**config.mk**
```make
export PLATFORM = sky130hd
export DESIGN_NAME = ram_sp_ctrl
export DESIGN_NICKNAME = d
export VERILOG_FILES = /design/src/rtl/ram_sp_ctrl.sv
export SDC_FILE = /design/constraint.sdc
export NUM_CORES = 1
export LEC_CHECK = 0
export ABC_AREA = 1
export CAP_MARGIN = 20
export CORE_MARGIN = 1.5
export CORE_UTILIZATION = 43
export DETAILED_ROUTE_END_ITERATION = 8
export GPL_TIMING_DRIVEN = 0
export PLACE_DENSITY_LB_ADDON = 0.12
export SYNTH_ARGS = -nofsm -noshare
export SYNTH_HDL_FRONTEND = slang
export SYNTH_SLANG_ARGS = --single-unit
```
**constraint.sdc**
```tcl
create_clock -name clk_i -period 6.6 [get_ports clk_i]
set_input_delay 1.65 -clock clk_i [delete_from_list [all_inputs] [get_ports clk_i]]
set_output_delay 1.65 -clock clk_i [all_outputs]
set_load 0.02 [all_outputs]
```
**src/rtl/ram_sp_ctrl.sv**
```systemverilog
// Valid/ready request front-end for one single-port byte-enable RAM, with a
// 2-entry in-order response buffer that absorbs the RAM read latency.
module ram_sp_ctrl #(
   parameter int WIDTH   = 32,
   parameter int DEPTH   = 256,
   parameter int OUT_REG = 1,
   localparam int AW     = (DEPTH > 1) ? $clog2(DEPTH) : 1,
   localparam int BW     = WIDTH / 8
) (
   input  logic             clk_i,
   input  logic             rst_n_i,
   input  logic             req_valid_i,
   output logic             req_ready_o,
   input  logic             req_wr_i,
   input  logic [BW-1:0]    req_byte_en_i,
   input  logic [AW-1:0]    req_addr_i,
   input  logic [WIDTH-1:0] req_data_i,
   output logic             rsp_valid_o,
   input  logic             rsp_ready_i,
   output logic [WIDTH-1:0] rsp_data_o,
   output logic             rsp_err_o,
   output logic             ram_wr_en_o,
   output logic [BW-1:0]    ram_wr_byte_en_o,
   output logic [AW-1:0]    ram_rw_addr_o,
   output logic [WIDTH-1:0] ram_rw_data_o,
   output logic             ram_rd_en_o,
   input  logic [WIDTH-1:0] ram_rd_data_i
);

   localparam int          AW1     = AW + 1;
   localparam logic [AW:0] DEPTH_L = AW1'(DEPTH);
   localparam bit          REG_RD  = (OUT_REG != 0);

   logic [1:0]       cnt_q;
   logic             pend_q;
   logic             err_q;
   logic             wr_ptr_q;
   logic             rd_ptr_q;
   logic [WIDTH-1:0] buf_data_q [2];
   logic [1:0]       buf_err_q;

   logic             oor;
   logic             accept;
   logic             rd_acc;
   logic             pop;
   logic             push;
   logic             push_err;
   logic [WIDTH-1:0] push_data;
   logic [1:0]       occ;

   // Stage 0: request acceptance and RAM drive
   // Ready looks only at registered occupancy so it never depends on rsp_ready_i.
   assign occ         = cnt_q + {1'b0, pend_q};
   assign req_ready_o = rst_n_i & (occ < 2'd2);
   assign oor         = ({1'b0, req_addr_i} >= DEPTH_L);
   assign accept      = req_valid_i & req_ready_o;
   assign rd_acc      = accept & ~req_wr_i;

   assign ram_wr_en_o      = accept & req_wr_i & ~oor;
   assign ram_rd_en_o      = rd_acc & ~oor;
   assign ram_wr_byte_en_o = req_byte_en_i;
   assign ram_rw_addr_o    = req_addr_i;
   assign ram_rw_data_o    = req_data_i;

   // Stage 1: read data returns from the RAM (same cycle when unregistered)
   always_comb begin
      push      = 1'b0;
      push_err  = 1'b0;
      push_data = '0;
      if (REG_RD) begin
         push     = pend_q;
         push_err = err_q;
      end else begin
         push     = rd_acc;
         push_err = oor;
      end
      if (!push_err) push_data = ram_rd_data_i;
   end

   assign pop = rsp_valid_o & rsp_ready_i;

   always_ff @(posedge clk_i) begin
      if (!rst_n_i) begin
         cnt_q    <= 2'd0;
         pend_q   <= 1'b0;
         err_q    <= 1'b0;
         wr_ptr_q <= 1'b0;
         rd_ptr_q <= 1'b0;
      end else begin
         pend_q <= REG_RD & rd_acc;
         if (rd_acc) err_q <= oor;
         if (push) wr_ptr_q <= ~wr_ptr_q;
         if (pop)  rd_ptr_q <= ~rd_ptr_q;
         if (push && !pop)      cnt_q <= cnt_q + 2'd1;
         else if (pop && !push) cnt_q <= cnt_q - 2'd1;
      end
   end

   // Stage 2: response buffer storage and head output
   always_ff @(posedge clk_i) begin
      if (push) begin
         buf_data_q[wr_ptr_q] <= push_data;
         buf_err_q[wr_ptr_q]  <= push_err;
      end
   end

   assign rsp_valid_o = (cnt_q != 2'd0);
   assign rsp_data_o  = buf_data_q[rd_ptr_q];
   assign rsp_err_o   = rsp_valid_o & buf_err_q[rd_ptr_q];

   always_ff @(posedge clk_i) begin
      if (rst_n_i) assert (occ <= 2'd2);
   end

endmodule
```
=== Yosys cells after proc, flatten, opt, wreduce, memory -nomap -nowiden ===
Memory sizes are Yosys's and may differ from the RTL's. A register that Yosys moved wholly into a read port is not among the register bits.
Index checks and enable logic that the tools add are counted.
Widths: inputs -> output; s select.

* Register bits after elaboration: 7
* Memory bits (writable): 64
* Bits of input ports: 81
* Output and inout port bits: 81
* Logic and storage cells: 41
* Memories kept: 1

{| class="wikitable"
|+ Memories
! name !! words !! bits a word !! rd ports !! clocked after Yosys merged registers in !! wr ports !! RTL line !! text
|-
| buf_data_q || 2 || 32 || 1 || 1 || 1 || 39 || <nowiki>logic [WIDTH-1:0] buf_data_q [2];</nowiki>
|}

* Add/subtract/negate cells: 3
* Magnitude comparators: 4
* Muxes and demuxes: 10
* Bitwise logic cells: 11
* Reductions and logical operators: 7

{| class="wikitable"
|+ Operators with widths
! cell !! number
|-
| $mux 1 || 7
|-
| $and 1x1->1 || 6
|-
| $lt 1x2->1 const B || 2
|-
| $mux 2 || 2
|-
| $reduce_bool 2->1 || 2
|-
| $logic_and 1x1->1 || 3
|-
| $not 1->1 || 3
|-
| $add 2x1->2 || 1
|-
| $add 2x1->2 const B || 1
|-
| $and 2x2->2 || 1
|-
| $logic_not 1->1 || 2
|-
| $lt 2x2->1 const B || 1
|-
| $not 2->2 || 1
|-
| $sub 2x1->2 const B || 1
|-
| $demux 1 s1 || 1
|-
| $ge 1x1->1 const B || 1
|}

=== Logic depth before layout (Yosys ltp) ===
* Depth after elaboration: 6
* Mapped depth: 10
* Mapped depth without buffers: 10

=== Least setup slack after synthesis ===
OpenSTA, ideal clock, no wires.

* Kind: in2out
* Start: input port req_valid_i
* End: output port ram_rd_en_o
* Arrival: 2076 ps
* Required time: 4950 ps
* Setup slack: 2874 ps
* Cell stages on the path: 2
* Buffers on the path: 0
* Cell sequence: nand4_1 -> nor2_1

* Word-level cells in the longest chain between the ends: 2

{| class="wikitable"
|+ Ends and longest elaborated chain
! what !! RTL line !! text
|-
| start: declaration || 12 || <nowiki>input logic req_valid_i,</nowiki>
|-
| $and 1x1->1 || 56 || <nowiki>assign accept = req_valid_i & req_ready_o;</nowiki>
|-
| $and 1x1->1 || 57 || <nowiki>assign rd_acc = accept & ~req_wr_i;</nowiki>
|-
| end: declaration || 26 || <nowiki>output logic ram_rd_en_o,</nowiki>
|}

Every way passes these cells.

=== Worst setup path in the final report ===
* Start: input port rst_n_i
* End: output port ram_wr_en_o

* Word-level cells in the longest chain between the ends: 3

{| class="wikitable"
|+ Ends and longest elaborated chain
! what !! RTL line !! text
|-
| start: declaration || 11 || <nowiki>input logic rst_n_i,</nowiki>
|-
| $and 1x1->1 || 54 || <nowiki>assign req_ready_o = rst_n_i & (occ < 2'd2);</nowiki>
|-
| $and 1x1->1 || 56 ||
|-
| $and 1x1->1 || 59 || <nowiki>assign ram_wr_en_o = accept & req_wr_i & ~oor;</nowiki>
|-
| end: declaration || 22 || <nowiki>output logic ram_wr_en_o,</nowiki>
|}

Every way passes these cells.

==> flow_summary.json <==
{
  "min_period_over_period": 0.7236,
  "synth_common_cells": "edfxtp_1 (66), buf_4 (44), mux2_4 (30)",
  "hold_viol_final": 0,
  "relSlewSlack": 0.5531,
  "seq_area_frac_synth": 0.6612,
  "fp-row-count": 31,
  "place_ws_ns": 1.827,
  "yosys_warnings": 0,
  "clkSinkCount": 72,
  "worstPathArrival_ns": 3.13,
  "fin_cells": 433,
  "synthArstFlopShare": 0,
  "peakVddDrop_uv": 94.23,
  "synth_top_area_frac": 0.6234,
  "worstPathMaxFanout": 5,
  "cts_resized": 0,
  "timing.final.ws_setup_ns": 1.824,
  "grt_pass1_wl_mm": 9.142,
  "dp_cells": 418,
  "cts_tree": "yes",
  "vias": 1940,
  "layout-drive-gt1-share": 0.2934,
  "synth.most_common_cell": "edfxtp_1",
  "initial_core_util": 0.4407,
  "wirelength_mm": 6.287,
  "place_area_um2": 4537,
  "hpwl_mm": 4.817,
  "finalInstanceArea_um2": 4746,
  "fill_cells": 562,
  "hold_path_class": "reg -> reg",
  "whs_ns": 0.5527,
  "grt_overflow": 0,
  "yosysTopAreaCell": "edfxtp_1",
  "setup.worst_path.start_class": "input port",
  "grt_usage": 0.1602,
  "maxSlewViolCount": 0,
  "critical_path_required_ns": 4.95,
  "via_per_inst": 4.480,
  "maxCapViolCount": 0,
  "cts_buffers": 9,
  "drc": 0,
  "synth_cell_types": 16,
  "hold_buffers": 0,
  "synth_top_flop_cell": "edfxtp_1",
  "fin_nets": 412,
  "clkTransAtPathRegs_ns": 0.07,
  "drt_pre_antenna_iters": 4,
  "synth.net_count": 282,
  "r2r_slack_ns": 4.99,
  "core_um2": 7214,
  "synth-edff-count": 66,
  "h-tree-depth": 3,
  "io-pin-count": 162,
  "min_period_ns": 4.776,
  "cts-root-buf": "clkbuf_8",
  "post_cts_buffers": 0,
  "antenna_found_initial": 0,
  "place.gp.congestion": 0.8533,
  "fp.dieArea_um2": 7918,
  "leakage_nw": 1.828,
  "avgSynthCellArea_um2": 15.90,
  "cp-end-kind": "output port",
  "rsz0062_at_grt": "no",
  "insertion_delay_ns": 0.33,
  "fp.dieH_um": 88.99,
  "layout-area-overhead-vs-synth_pct": 49.27,
  "antenna_left": 0,
  "drtIter0Drc": 93,
  "num_antenna_cells": 0,
  "final_core_util": 0.6578,
  "port_buffers": 117,
  "synthTopCellsByArea": "edfxtp_1 (62%), mux2_4 (14%), buf_4 (10%)",
  "dieWidth_um": 88.99,
  "outcome": "finished clean",
  "tns_ns": 0,
  "avgRoutedWirePerCell_um": 14.52,
  "ys_seq_elements": 72,
  "syn_inst": 200,
  "synthesis.area_um2": 3179,
  "grt_max_degree": 22,
  "cts.path.max_buffers": 2,
  "path_class": "in -> out",
  "fin_worst_skew_ns": 0.005395,
  "power_mw": 1.198,
  "finalSetupViolations": 0,
  "fmax_ghz": 0.2094,
  "grt_pass1_vias": 1976,
  "p_per_area_nw_per_um2": 252.4,
  "worst-slew-pin-transition_ns": 0.6697
}
-- critical path, stage by stage --
cell             delay [ns]
clkdlybuf4s50_1        0.56
nand4_1                0.18
nor2_1                 0.13
clkdlybuf4s50_1        0.61
-- power breakdown --
part,leakage (nW),switching [mW],internal [mW],total [mW]
sequential,0.648,0.00924,0.516,0.525
combinational,1.08,0.135,0.176,0.311
clock,0.101,0.152,0.209,0.361
total,1.83,0.296,0.902,1.20
-- flip-flops by register name (all words and copies together), names as in the netlist, named ones only --
register / count
buf_data_q: 64
buf_err_q: 2
cnt_q: 2
pend_q: 1
rd_ptr_q: 1
wr_ptr_q: 1
-- final timing paths --
check,startpoint,cells after the start,end
min,buf_err_q[0]$_DFFE_PP_,2,buf_err_q[0]$_DFFE_PP_
max reg2reg,pend_q$_SDFF_PN0_,3,buf_data_q[1][17]$_DFFE_PP_
min reg2reg,buf_err_q[0]$_DFFE_PP_,2,buf_err_q[0]$_DFFE_PP_
max,rst_n_i,4,ram_wr_en_o
-- metal layers --
metal	vias up	GRT usage	wire length [µm]
met5	-	0	0
met4	0	0.07972	86
met3	9	0.03786	443
met2	102	0.3147	3620
met1	915	0.1545	2136
li1	914	-	-
-- layout make-up --
cell class / instances / area (µm²) / area share
flip-flops and latches: 72 / 2102 / 0.4429
inverters: 14 / 52.55 / 0.01107
repair buffers: 119 / 1226 / 0.2584
well taps: 99 / 123.9 / 0.02610
clock buffers: 9 / 123.9 / 0.02610
plain buffers: 48 / 401.6 / 0.08463
multi-input cells: 66 / 630.6 / 0.1329
clock inverters: 6 / 85.08 / 0.01793
-- cell usage in the layout, fill, tap and decap left out --
cell type,Yosys,final
buf_4,44,44
clkbuf_8,0,9
clkinv_2,0,2
nor2_1,13,12
buf_12,3,3
dfxtp_1,6,6
a21oi_1,2,2
inv_1,14,14
nor3_1,1,1
o21ai_0,2,2
mux2_2,2,2
edfxtp_1,66,66
ha_1,1,1
bufinv_16,0,2
nand4_1,2,2
buf_16,0,2
nand2_1,11,11
mux2_4,30,30
buf_6,1,1
clkdlybuf4s50_1,0,117
clkinvlp_4,0,2
nand3_1,2,2
nor2_4,0,1
-- kinds of logic (layout without fill, tap and decap cells) --
family / after synthesis / count (layout) / synth area share
flip-flops: 72 / 72 / 0.6612
AO/OA/AOI/OAI: 4 / 4 / 0.006297
buffers and inverters: 62 / 196 / 0.1429
multiplexers: 32 / 32 / 0.1488
AND/OR/NAND/NOR: 29 / 29 / 0.03699
adder cells (fa/ha/maj): 1 / 1 / 0.003935
Note: power is estimated with default switching activity, not from simulation.
